File: src/rtl/ahci_dma_wr_align.sv
// ahci_dma_wr_align: unstuffs a packed 32-bit stream into word-aligned DWORDs with 16-bit masks per PRD segment
// Ports: clk/rst_n clock and async active-low reset; start/woffs/wlen/clr segment control;
// busy/done segment status; din/din_av/din_re FWFT input; dout/dm/dout_vld/dout_re/last aligned output.
module ahci_dma_wr_align #(
  parameter int LEN_W = 22
) (
  input  logic             clk,
  input  logic             rst_n,
  input  logic             start,
  input  logic             woffs,
  input  logic [LEN_W-1:0] wlen,
  input  logic             clr,
  output logic             busy,
  output logic             done,
  input  logic [31:0]      din,
  input  logic             din_av,
  output logic             din_re,
  output logic [31:0]      dout,
  output logic [1:0]       dm,
  output logic             dout_vld,
  input  logic             dout_re,
  output logic             last
);
  typedef enum logic [1:0] {IDLE, RUN, TAIL} state_t;
  state_t state;
  logic [15:0] hr;
  logic hr_full;
  logic [LEN_W-1:0] rem;
  logic phase;
  logic slot, two, fire, use_hi, fin;
  logic [1:0] k, avail;
  logic [15:0] w0, w1;
  assign slot = !dout_vld || dout_re;
  assign two = !phase && rem > LEN_W'(1);
  assign k = two ? 2'd2 : 2'd1;
  // held word counts as one, a din DWORD as two
  assign avail = {din_av, hr_full};
  assign fire = state == RUN && slot && avail >= k;
  assign din_re = fire && k > {1'b0, hr_full};
  // words in stream order: held word first, then din low, then din high
  assign w0 = hr_full ? hr : din[15:0];
  assign w1 = hr_full ? din[15:0] : din[31:16];
  assign use_hi = !hr_full && two;
  assign fin = rem == LEN_W'(k);
  always_ff @(posedge clk or negedge rst_n) begin
    if (!rst_n) begin
      state <= IDLE;
      hr <= '0;
      hr_full <= 1'b0;
      rem <= '0;
      phase <= 1'b0;
      dout <= '0;
      dm <= '0;
      dout_vld <= 1'b0;
      last <= 1'b0;
      busy <= 1'b0;
      done <= 1'b0;
    end else begin
      done <= 1'b0;
      case (state)
        IDLE:
          if (start) begin
            if (wlen == '0) done <= 1'b1;
            else begin
              rem <= wlen;
              phase <= woffs;
              busy <= 1'b1;
              state <= RUN;
            end
          end else if (clr) hr_full <= 1'b0;
        RUN:
          if (fire) begin
            if (phase) begin
              dout[31:16] <= w0;
              dm <= 2'b10;
            end else if (two) begin
              dout <= {w1, w0};
              dm <= 2'b11;
            end else begin
              dout[15:0] <= w0;
              dm <= 2'b01;
            end
            // a consumed din whose upper word was not placed leaves that word held
            hr_full <= din_re && !use_hi;
            if (din_re && !use_hi) hr <= din[31:16];
            rem <= rem - LEN_W'(k);
            phase <= 1'b0;
            dout_vld <= 1'b1;
            last <= fin;
            state <= fin ? TAIL : RUN;
          end else if (dout_re) begin
            dout_vld <= 1'b0;
            last <= 1'b0;
          end
        TAIL:
          if (dout_vld && dout_re) begin
            dout_vld <= 1'b0;
            last <= 1'b0;
            if (last) begin
              done <= 1'b1;
              busy <= 1'b0;
              state <= IDLE;
            end
          end
        default: state <= IDLE;
      endcase
    end
  end
endmodule

File: config.mk
export PLATFORM = sky130hd
export DESIGN_NAME = ahci_dma_wr_align
export DESIGN_NICKNAME = d
export VERILOG_FILES = /design/src/rtl/ahci_dma_wr_align.sv
export SDC_FILE = /design/constraint.sdc
export NUM_CORES = 1
export LEC_CHECK = 0
export BUFFER_PORTS_ARGS = -buffer_cell sky130_fd_sc_hd__buf_2
export CORE_ASPECT_RATIO = 0.9
export CORE_UTILIZATION = 59
export DETAILED_ROUTE_END_ITERATION = 6
export PLACE_DENSITY = 0.9
export REMOVE_ABC_BUFFERS = 1
export SLEW_MARGIN = 20
export SYNTH_ARGS = -nofsm -noshare
export SYNTH_HDL_FRONTEND = slang
export SYNTH_SLANG_ARGS = --single-unit
File: constraint.sdc
create_clock -name clk -period 9.7 [get_ports clk]
set_clock_uncertainty 0.15 [all_clocks]
set_input_delay 1.94 -clock clk [delete_from_list [all_inputs] [get_ports clk]]
set_output_delay 1.94 -clock clk [all_outputs]
set_load 0.01 [all_outputs]
Word-level counts from Yosys, hierarchy flattened --
Cells that the tools add are included.
Operators by class: reductions and logical operators 27, $lt $le $gt $ge 3, $add $sub $neg 1, div/mod/pow operators 0, shift-type cells 0, eq/ne operators 11, multiply operators 0, muxes and demuxes 42, bitwise logic cells 1
Operators with widths (number):
- $mux 22 | 3
- $mux 16 | 4
- $pmux 22 s2 | 1
- $eq 22x2->1 | 1
- $gt 22x1->1 const B | 1
- $logic_not 22->1 | 1
- $sub 22x2->22 | 1
- $mux 1 | 18
- $mux 2 | 9
- $ne 2x2->1 const B | 7
- $pmux 1 s2 | 6
- $reduce_and 3->1 | 4
- $reduce_and 5->1 | 2
- $reduce_and 4->1 | 2
- $reduce_bool 2->1 | 4
- $logic_and 1x1->1 | 7
- $pmux 2 s3 | 1
- $logic_not 1->1 | 4
- $ne 3x3->1 const B | 1
- $eq 2x1->1 const B | 1
- $eq 2x2->1 const B | 1
- $ge 2x2->1 | 1
- $gt 2x1->1 | 1
- $logic_not 2->1 | 1
- other kinds (3) | 3
Word-level totals: bits in latches 0, RAM bits 0, input port bits 61, ROM bits 0, bits in registers 80, memories kept 0, word-level logic and storage cells 97

Longest topological paths before layout --
depth in word-level cells 9, gate-level depth with buffers 15, depth with buffers taken out 12

Worst setup path before layout --
No wires, ideal clock.
kind reg2out, start point register rem[9], end point output din_re, stages on the path, launching flop included 14, required time 7.610 ns, arrival time 3.760 ns, buffers on the path 5, path slack 3.850 ns, cells stage by stage dfrtp_1 > or3_4 > or4b_1 > buf_2 > or4_4 > buf_6 > buf_6 > nand2b_1 > ha_1 > nor3b_1 > or4_1 > clkbuf_1 > clkbuf_1 > nor2_1
Between the ends: longest elaborated chain between the ends 6, elaborated cells on any way between the ends 7
Ends and longest elaborated chain:
- start, declared | RTL line 28 | logic [LEN_W-1:0] rem;
- start signal, assigned | RTL line 65 | rem <= wlen;
- start signal, assigned | RTL line 86 | rem <= rem - LEN_W'(k);
- $gt 22x1->1 * | RTL line 34 | assign two = !phase && rem > LEN_W'(1);
- $logic_and 1x1->1 * | RTL line 34
- $mux 2 * | RTL line 35 | assign k = two ? 2'd2 : 2'd1;
- $ge 2x2->1 | RTL line 38 | assign fire = state == RUN && slot && avail >= k;
- $logic_and 1x1->1 | RTL line 38
- $logic_and 1x1->1 * | RTL line 39 | assign din_re = fire && k > {1'b0, hr_full};
- end, declared | RTL line 17 | output logic din_re,
Every way passes the cells marked *; elsewhere a longest branch is shown, timed or not.

Worst setup path in the final report --
start point register rem[13], end point output din_re
Same word-level chain as after synthesis.

==> results_dict.tcl <==
set metrics [dict create \
    cts_buffer_depth 2 \
    synthXorXnorAreaFrac_pct 0 \
    r2r-start "rem[13]" \
    p_leak_nw 2.313 \
    crit_type "flip-flop to output pin" \
    period_share_pct 67.88 \
    ant_nets 0 \
    status "finished, final reports clean" \
    synth_compound_area_share_pct 16.91 \
    post_synth_num_cell_types 52 \
    cts_sinks 80 \
    rsz0062_at_grt "no" \
    grt_pass1_vias 3978 \
    start_util_pct 61.00 \
    firstDrtPassIters 6 \
    cts.clk_slew.worst_paths_ns 0.09 \
    cts_tree "yes" \
    ir_drop_mv 0.1211 \
    wl_met2_um 5880 \
    max_freq_mhz 151.9 \
    met3RoutedLength_um 869 \
    grt.total_usage_pct 30.76 \
    io_pins 100 \
    vias 4166 \
    place_inst 623 \
    final_max_slew_viol_count 0 \
    hold_viol 0 \
    gp_congestion 0.9150 \
    synth_edf_count 0 \
    die-area_um2 8158 \
    worstPathCellList "nor4_2, or4b_1, or4_4, nand2b_1, ha_1, nor3b_1, or4_1, nor2_1, buf_2" \
    hold_depth 2 \
    avgViaCountPerCell 6.520 \
    place_area_um2 5109 \
    drt-total-wl_um 11990 \
    cp_top_family "simple AND/OR/NAND/NOR gates" \
    synth_seq_area_share_pct 43.50 \
    fin_total_pwr_mw 1.122 \
    diodes 0 \
    cts_buffers 9 \
    startpoint_type "flip-flop" \
    crit_path_max_incr_delay_ns 0.71 \
    highest_layer "met4" \
    yosys.area.top_type "dfrtp_1" \
    n_fill_cell 543 \
    antenna_found_initial 0 \
    worst_pin_slew_ns 1.046 \
    synthFlopType "dfrtp_1" \
    min_to "dout[10]" \
    reg2regPathDepth 9 \
    finalSetupViolations 0 \
    crit_arrival_ns 4.49 \
    yosys_warnings 0 \
    drtIter0Drc 443 \
    synthTopCellsByArea "dfrtp_1 44%, mux2i_1 7.4%, mux2_2 6.6%" \
    crit_buf_inv 1 \
    die_y_um 85.79 \
    slowest_stage "or4_4" \
    async_flop_share_pct 100.0 \
    syn_inst 460 \
    synth_top_family_by_area "simple AND/OR/NAND/NOR gates" \
    seqCellArea_um2 2003 \
    cp.required_ns 7.61 \
    cts_root_buf "clkbuf_8" \
    multi_input_area_um2 2422 \
    cts_resized 0 \
    fin_setup_tns_ns 0 \
    worst_setup_path_end_kind "output pin" \
    slew-limit-headroom_pct 30.01 \
    grt_pass1_wl_um 19360 \
    die_w_um 95.10 \
    synth_mux_area_share_pct 16.29 \
    min_from "dout[10]" \
    stdcell_area_um2 5335 \
    yosys.area_share.simple_pct 17.07 \
    drc 0 \
    worstSkewPairLatency_ns 0.37 \
    crit_fanout 20 \
    port_buffers 99 \
    final_cells 639 \
    cp-startpoint "rem[13]" \
    holdWs_ns 0.3362 \
    drive_gt1_share_pct 32.04 \
    syn-mean-instance-area_um2 10.00 \
    syn_area_um2 4602 \
    r2r_slack_ns 4.48 \
    yosys_register_bits 80 \
    core-area_um2 7545 \
    htree_levels 3 \
    syn2layout_area_growth_pct 15.93 \
    hpwl_um 7956 \
    cap_viol_max_count 0 \
    post_cts_buffers 0 \
    cts_hold_buf 0 \
    synth_top_area_share_pct 43.50 \
    grt_max_degree 81 \
    wl_per_cell_um 18.77 \
    hp-class "flip-flop to flip-flop" \
    wl_met1_um 4831 \
    min_period_ns 6.585 \
    synth_fa_ha_area_share_pct 2.066 \
    nNetsFinal 606 \
    row_count 30 \
    power_density_nw_per_um2 210.3 \
    worstReg2RegEnd "rem[13]" \
    overflow 0 \
]
## area by class of cell
cell class                      count  area share (%)
Clock inverter                      6           1.735
Timing Repair Buffer              103           9.967
Clock buffer                       10           2.392
Inverter                           10          0.7036
Multi-Input combinational cell    334           45.40
Tap cell                           96           2.251
Sequential cell                    80           37.55
## worst max path at each step
stage,end,cells after the start
after floorplan,dout[0],9
after global placement,din_re,9
after detailed placement,din_re,9
after CTS,din_re,9
after global routing,din_re,9
final,din_re,9
## cell usage in the layout (no fill, tap or decap), types with 12 or more instances in the layout
cell type | Yosys | final
buf_2 | 3 | 98
dfrtp_1 | 80 | 79
nand2_1 | 48 | 48
mux2i_1 | 34 | 34
nor2_1 | 29 | 29
mux2_2 | 27 | 27
o21ai_0 | 22 | 22
nand3_1 | 20 | 20
nor4_1 | 15 | 14
a21oi_1 | 14 | 14
o221a_2 | 12 | 12
## synthesized netlist by cell type (all sizes together), types with 2 or more instances
| library cell | n |
|---|---|
| nand4 | 4 |
| a221oi | 4 |
| inv | 10 |
| a22oi | 6 |
| or4 | 3 |
| nand2b | 7 |
| o22ai | 5 |
| a21oi | 14 |
| nor2 | 29 |
| nand3 | 20 |
| o221a | 19 |
| o21ai | 22 |
| or2 | 2 |
| mux2 | 34 |
| buf | 6 |
| a41oi | 4 |
| o32a | 4 |
| o22a | 5 |
| nand2 | 48 |
| mux2i | 34 |
| dfrtp | 80 |
| nor2b | 2 |
| nor4 | 16 |
| ha | 6 |
| a32o | 2 |
| and3 | 7 |
| clkbuf | 30 |
| a31oi | 4 |
| nor3b | 2 |
| o2bb2a | 3 |
| nor3 | 10 |
| or3 | 5 |
## per-layer routing
layer  vias up  track usage, %
met2       207           49.68
li1       1879               -
met1      2031           40.01
met3        49           6.472
met4         0           13.09
met5         -               0
## kinds of logic (layout without fill, tap and decap cells)
family | Yosys count | count (layout)
simple gates | 158 | 158
compound gates | 101 | 101
flops | 80 | 80
mux | 68 | 68
buf+inv | 46 | 129
fa+ha+maj | 7 | 7
## report_power, final
group          internal [mW]  switching, mW
Clock                  0.147          0.134
Combinational          0.165          0.152
Sequential             0.427         0.0971
## registers in the layout (all words and copies together), names as in the netlist
| name | cells |
|---|---|
| busy | 1 |
| dm | 2 |
| done | 1 |
| dout | 32 |
| dout_vld | 1 |
| hr | 16 |
| hr_full | 1 |
| last | 1 |
| phase | 1 |
| rem | 22 |
| state | 2 |
## worst register-to-register path: stages (launching register included)
cell	delay, ns
dfrtp_1	0.42
nor4_2	0.47
or4b_1	0.60
or4_4	0.71
nand2b_1	0.35
ha_1	0.31
nor3b_1	0.36
or4_1	0.63
and2_0	0.84
a221oi_1	0.22
## stage by stage
step                      setup slack (ns)  utilization, %
after detailed placement             3.571           67.71
after global routing                 2.831           70.71
after floorplan                     0.6350               -
after CTS                            3.140           70.63
after global placement               3.671           67.71
final                                3.115           70.71
Power figures use the tool's default switching activity.
